[config.mk]
export PLATFORM = sky130hd
export DESIGN_NAME = sram_controller
export DESIGN_NICKNAME = d
export VERILOG_FILES = /design/src/rtl/sram_controller.sv
export SDC_FILE = /design/constraint.sdc
export NUM_CORES = 1
export LEC_CHECK = 0
export CAP_MARGIN = 20
export CORE_ASPECT_RATIO = 0.9
export CORE_MARGIN = 4
export CORE_UTILIZATION = 43
export DETAILED_ROUTE_END_ITERATION = 12
export PLACE_DENSITY_LB_ADDON = 0.3
export SETUP_SLACK_MARGIN = 0.1
export SLEW_MARGIN = 20
export SYNTH_ARGS = -nofsm -noshare
export SYNTH_HDL_FRONTEND = slang
export SYNTH_SLANG_ARGS = --single-unit
[constraint.sdc]
create_clock -name clk -period 2.15 [get_ports clk]
set_input_delay 0.3225 -clock clk [delete_from_list [all_inputs] [get_ports clk]]
set_output_delay 0.3225 -clock clk [all_outputs]
set_load 0.1 [all_outputs]
[src/rtl/sram_controller.sv]
// -----------------------------------------------------------------------------
// sram_controller
//
// Memory-side responder for the MEM stage. One 32-bit load or store is
// carried out as two half-word accesses on a 16-bit asynchronous SRAM: the
// low half-word at the even SRAM address, then the high half-word at the odd
// address (little-endian). While an access is in progress `ready` is held low
// so the pipeline freeze keeps the request stable. `ready` returns high for
// exactly one cycle (DONE) when the access retires.
//
// Parameters
//   ACCESS_CYCLES : cycles per half-word access, legal range 2..7
//   BASE_ADDR     : CPU byte address mapped to SRAM word 0
//
// Ports
//   clk          in   clock, all state changes on the rising edge
//   rst          in   synchronous reset, active low
//   rd_en        in   load request
//   wr_en        in   store request (wins when both are set)
//   address      in   CPU byte address [31:0]
//   write_data   in   store value [31:0]
//   read_data    out  load result [31:0], valid while ready=1 in DONE
//   ready        out  0 = freeze the pipeline, 1 = retire / nothing pending
//   sram_addr    out  SRAM half-word address [17:0]
//   sram_dq_out  out  data driven to the SRAM [15:0]
//   sram_dq_in   in   data read from the SRAM [15:0]
//   sram_dq_oe   out  1 = drive sram_dq_out onto the bus
//   sram_we_n    out  write enable, active low
//   sram_ce_n    out  chip enable, tied active
//   sram_oe_n    out  output enable, tied active
//   sram_ub_n    out  upper byte lane, tied active
//   sram_lb_n    out  lower byte lane, tied active
// -----------------------------------------------------------------------------
module sram_controller #(
  parameter int          ACCESS_CYCLES = 3,
  parameter logic [31:0] BASE_ADDR     = 32'd1024
) (
  input  logic        clk,
  input  logic        rst,
  input  logic        rd_en,
  input  logic        wr_en,
  input  logic [31:0] address,
  input  logic [31:0] write_data,
  output logic [31:0] read_data,
  output logic        ready,
  output logic [17:0] sram_addr,
  output logic [15:0] sram_dq_out,
  input  logic [15:0] sram_dq_in,
  output logic        sram_dq_oe,
  output logic        sram_we_n,
  output logic        sram_ce_n,
  output logic        sram_oe_n,
  output logic        sram_ub_n,
  output logic        sram_lb_n
);

  typedef enum logic [1:0] {
    IDLE = 2'd0,
    LOW  = 2'd1,
    HIGH = 2'd2,
    DONE = 2'd3
  } state_t;

  // Last value of the per-phase counter; the phase ends on this count.
  localparam logic [2:0] CNT_LAST = 3'(ACCESS_CYCLES - 1);

  state_t      state;
  state_t      next_state;
  logic [2:0]  cnt;
  logic        req;
  logic        last;
  logic [31:0] offs;
  logic [16:0] req_word;
  logic        unused_offs;

  // Request fields captured when leaving IDLE; the pipeline holds its
  // request stable anyway, but latching decouples the SRAM pins from it.
  logic        is_wr_p1;
  logic [16:0] word_p1;
  logic [31:0] wdata_p1;

  // ---------------------------------------------------------------------------
  // Helpers
  // ---------------------------------------------------------------------------
  function automatic logic [17:0] half_addr(input logic [16:0] word,
                                            input logic        upper);
    return {word, upper};
  endfunction

  function automatic logic [15:0] data_half(input logic [31:0] data,
                                            input logic        upper);
    return upper ? data[31:16] : data[15:0];
  endfunction

  // ---------------------------------------------------------------------------
  // Request decode and address map (stage p0: live MEM-stage inputs)
  // ---------------------------------------------------------------------------
  assign req      = rd_en | wr_en;
  assign offs     = address - BASE_ADDR;
  assign req_word = offs[18:2];
  // Byte offset within the word and the bits above the SRAM range are
  // deliberately discarded.
  assign unused_offs = ^{offs[31:19], offs[1:0]};

  assign last = (cnt == CNT_LAST);

  // ---------------------------------------------------------------------------
  // State register
  // ---------------------------------------------------------------------------
  always_ff @(posedge clk) begin
    if (!rst) begin
      state <= IDLE;
    end else begin
      state <= next_state;
    end
  end

  // ---------------------------------------------------------------------------
  // Next-state logic
  // ---------------------------------------------------------------------------
  always_comb begin
    next_state = state;
    case (state)
      IDLE: if (req)  next_state = LOW;
      LOW:  if (last) next_state = HIGH;
      HIGH: if (last) next_state = DONE;
      // The pipeline advances on the DONE edge, so anything still requesting
      // in the following IDLE cycle is a new instruction.
      DONE: next_state = IDLE;
      default: next_state = IDLE;
    endcase
  end

  // ---------------------------------------------------------------------------
  // Phase counter, request latch and read capture (stage p1)
  // ---------------------------------------------------------------------------
  always_ff @(posedge clk) begin
    if (!rst) begin
      cnt       <= 3'd0;
      is_wr_p1  <= 1'b0;
      word_p1   <= 17'd0;
      wdata_p1  <= 32'd0;
      read_data <= 32'd0;
    end else begin
      case (state)
        IDLE: begin
          cnt <= 3'd0;
          if (req) begin
            is_wr_p1 <= wr_en;
            word_p1  <= req_word;
            wdata_p1 <= write_data;
          end
        end
        LOW, HIGH: begin
          cnt <= last ? 3'd0 : cnt + 3'd1;
          // Sample the bus at the very end of the phase, after the full
          // access time has elapsed.
          if (!is_wr_p1 && last) begin
            if (state == LOW) begin
              read_data[15:0] <= sram_dq_in;
            end else begin
              read_data[31:16] <= sram_dq_in;
            end
          end
        end
        default: begin
          cnt <= 3'd0;
        end
      endcase
    end
  end

  // ---------------------------------------------------------------------------
  // Output logic
  // ---------------------------------------------------------------------------
  always_comb begin
    ready       = 1'b0;
    sram_addr   = 18'd0;
    sram_dq_out = 16'd0;
    sram_dq_oe  = 1'b0;
    sram_we_n   = 1'b1;
    case (state)
      IDLE: begin
        // Combinational so the freeze asserts in the request's own cycle.
        ready = ~req;
      end
      LOW, HIGH: begin
        sram_addr = half_addr(word_p1, state == HIGH);
        if (is_wr_p1) begin
          sram_dq_oe  = 1'b1;
          sram_dq_out = data_half(wdata_p1, state == HIGH);
          // WE rises one cycle before the phase ends so address and data
          // stay stable across the rising edge that commits the write.
          sram_we_n   = last;
        end
      end
      DONE: begin
        ready = 1'b1;
      end
      default: begin
        ready = 1'b0;
      end
    endcase
  end

  assign sram_ce_n = 1'b0;
  assign sram_oe_n = 1'b0;
  assign sram_ub_n = 1'b0;
  assign sram_lb_n = 1'b0;

endmodule

==> key figures <==
Outcome
  – Status: finished clean

Floorplanning
  – Die H: 97.8 µm
  – Die area: 10,500 µm²
  – I/O pin total: 157
  – Die Width: ~110 µm
  – Core area: 8650 µm²
  – Rows: 32
  – Initial Utilization: 0.446

CTS
  – CTS tree: built
  – H-tree depth: 3
  – Root buffer cell: clkbuf_8
  – CTS Hold Buffers Added: 0
  – Max Root-Sink Buffers: 2
  – Clock tree sinks: 87
  – Clock edge transition at the registers on the reported setup and hold paths: 0.09 ns
  – Clock Latency Late Sink: 0.34 ns
  – Cts bufs inserted: 9

Logic synthesis
  – Area leader, netlist: dfxtp_1
  – Yosys reg bits: 87
  – Syn. warnings: 0
  – Top-count cell post-synth: nand2_1
  – Post-synth EDFFs: 0
  – Post-synth top flop: dfxtp_1
  – Syn Inst Count: 425
  – Syn avg cell area: around 9 µm²
  – Seq/Total Area, Yosys: 0.452
  – Post-Syn Area: 3850 µm²
  – Area contributors post-synth: dfxtp_1 45%, mux2i_1 13%, nand2_1 8.7%, a21boi_0 7.8%, nor2b_1 5.5%
  – Post-synth top cells: 89 x nand2_1, 87 x dfxtp_1, 50 x mux2i_1
  – Synth top area share: 0.452
  – Async SR Flop Fraction: 0
  – Yosys cell types: 38

Setup path
  – Worst Path Buf+Inv: 3
  – R2r setup slk: between 0.2 and 0.25 ns
  – Critical Path End Type: primary output
  – Startpoint Class: flop
  – Crit-path max FO: 5
  – WS Path Type: flop to primary output
  – Crit path max-delay family: buffers and inverters
  – Slowest CP cell: dfxtp_2
  – Crit-path cells: inv_2, ha_4, nand2_8, buf_12, nor2_2, buf_12
  – Data required, critical path: 1.83 ns
  – Largest stage delay on the critical path: between 0.3 and 0.4 ns
  – WP data arrival: 1.69 ns
  – RR Endpoint: read_data[30]$_SDFFE_PN0P_
  – Most Frequent Cell on Critical Path: buf_12
  – Worst r2r path cells: 8
  – R2R Path Start: state[0]$_SDFFE_PN0P_

STA
  – Final hold slack: 0.421 ns
  – Worst Skew: approximately 0.0065 ns
  – Final setup fails: 0
  – RSZ-0062 raised after global routing: yes
  – Final Hold Fails: 0
  – Slew Viols, Final: 0
  – Fmax: 0.497 GHz
  – Final Cycle Share: 0.936
  – Minimum clock period: 2.01 ns

Layout
  – Ant diodes: 0
  – Post-route insts no fill: 685
  – Area grow syn2layout: 60.2%
  – Share of layout cells above drive strength 1: 0.272
  – Post-route design area: 6180 µm²
  – Final #Nets: between 600 and 700
  – Core Util, Final: 0.714

GRT
  – First-pass GRT wire length: 15.7 mm
  – Antenna violations before repair: 0
  – Total grt overflow: 0
  – Largest net degree at the start of global routing: 63
  – GRT Total Usage: 0.183
  – Number of global-route vias before repair: 3,207

Routing
  – DRC Markers: 0
  – Total wire length: 9.78 mm
  – Routed Antenna Nets: 0
  – DR vias: 3,266
  – Initial DRC Count: just under 70
  – WL per Instance: roughly 14 µm
  – DR vias/cell: 4.77
  – Detailed Routing Iterations Pass 1: 4

Power
  – Overall Power: 0.00617 W
  – Power Dens Cells: between 900 and 1000 nW/µm²
  – Pleak: between 2 and 2.5 nW
  – Peak VDD IR: around 1 mV

Job
  – Number of max-cap violations: 0

Place
  – GP Congestion: 0.816
  – IO buf count: approximately 140
  – Post-Place Cells: between 600 and 700
  – Hpwl dp: 6.87 mm
  – Placed instance area: 5770 µm²

Worst hold path
  – Min-delay src: rst
  – Hold endpoint: word_p1[9]$_SDFFE_PN0P_
  – Worst Hold Class: primary input to flop
  – Hold path depth: 2
layout make-up:
class                           instances  area, µm²
Timing Repair Buffer                  153       1890
Inverter                                6       26.3
Clock inverter                          6       45.0
Multi-Input combinational cell        304       2190
Tap cell                              119        149
Fill cell                             690       2470
Clock buffer                           10        138
Sequential cell                        87       1740
kinds of logic (layout without fill, tap and decap cells):
kind of cell	Yosys count	after routing	share of synthesized area
other cells	1	4	0.000973
mux	50	50	0.130
compound gates	61	61	0.113
fa+ha+maj	8	8	0.0260
flops	87	87	0.452
simple gates	175	175	0.215
xor+xnor	6	6	0.0136
buf+inv	37	175	0.0503
how the worst max path moves through the flow:
stage                                from             end  slack, ns  cells past startpoint
floorplan           state[0]$_SDFFE_PN0P_  sram_dq_out[1]     -0.009                      5
global placement    state[0]$_SDFFE_PN0P_       sram_we_n       0.06                      6
detailed placement  state[0]$_SDFFE_PN0P_       sram_we_n       0.02                      6
CTS                 state[0]$_SDFFE_PN0P_  sram_dq_out[7]       0.13                      6
global route        state[1]$_SDFFE_PN0P_  sram_dq_out[0]       0.06                      6
finish              state[0]$_SDFFE_PN0P_  sram_dq_out[1]       0.14                      6
per-layer routing:
layer	part of all wire	global-route usage	up-vias
met4	0.0060	0.0330	0
li1	-	-	1660
met2	0.50	0.315	76
met1	0.42	0.219	1524
met5	0	0	-
met3	0.068	0.0687	6
registers in the layout, summed over array words and instances (netlist names):
register,count
word_p1,17
state,2
is_wr_p1,1
cnt,3
wdata_p1,32
read_data,32
placed cells by master (no fill, tap or decap), types with 4 or more instances in the layout:
master	synthesis	layout
xor2_1	4	4
nor2b_1	34	33
nand2_1	89	87
buf_4	5	39
dfxtp_1	87	86
a21boi_0	40	40
and2_1	17	8
clkinvlp_4	0	4
clkdlybuf4s50_1	0	67
nor2_2	0	4
ha_1	8	6
clkbuf_8	0	10
mux2i_1	50	37
nor2_4	0	13
a21oi_1	6	6
o21ai_0	6	6
conb_1	1	4
and2_2	0	8
mux2i_2	0	11
buf_12	1	44
nor2_1	21	4
per-stage QoR:
step	TNS, ns	setup WS, ns
final	0	0.137
after global routing	0	0.0614
after detailed placement	0	0.0207
after global placement	0	0.0567
after CTS	0	0.125
after floorplan	-0.0365	-0.00913
where the power goes:
| part | internal [W] | total [W] | switching, W | leakage [nW] |
|---|---|---|---|---|
| Clock | 0.000455 | 0.00104 | 0.000582 | 0.0849 |
| Sequential | 0.00189 | 0.00207 | 0.000171 | 0.712 |
| Combinational | 0.00121 | 0.00307 | 0.00186 | 1.67 |
what timing repair did:
action	4_1_cts	5_1_grt
gates cloned	0	1
pin swaps	3	1
endpoints found under the setup margin	18	51
setup buffers	8	1
gates resized for setup	2	21
worst reg2reg max path, cell delays in order (launching register included):
cell and delay [ns]:
dfxtp_2 0.35, inv_2 0.08, ha_4 0.32, buf_6 0.15, and4bb_2 0.28, and2b_1 0.18, buf_12 0.18, mux2i_1 0.23
nor2b_1 0.06
Power figures use the tool's default switching activity.
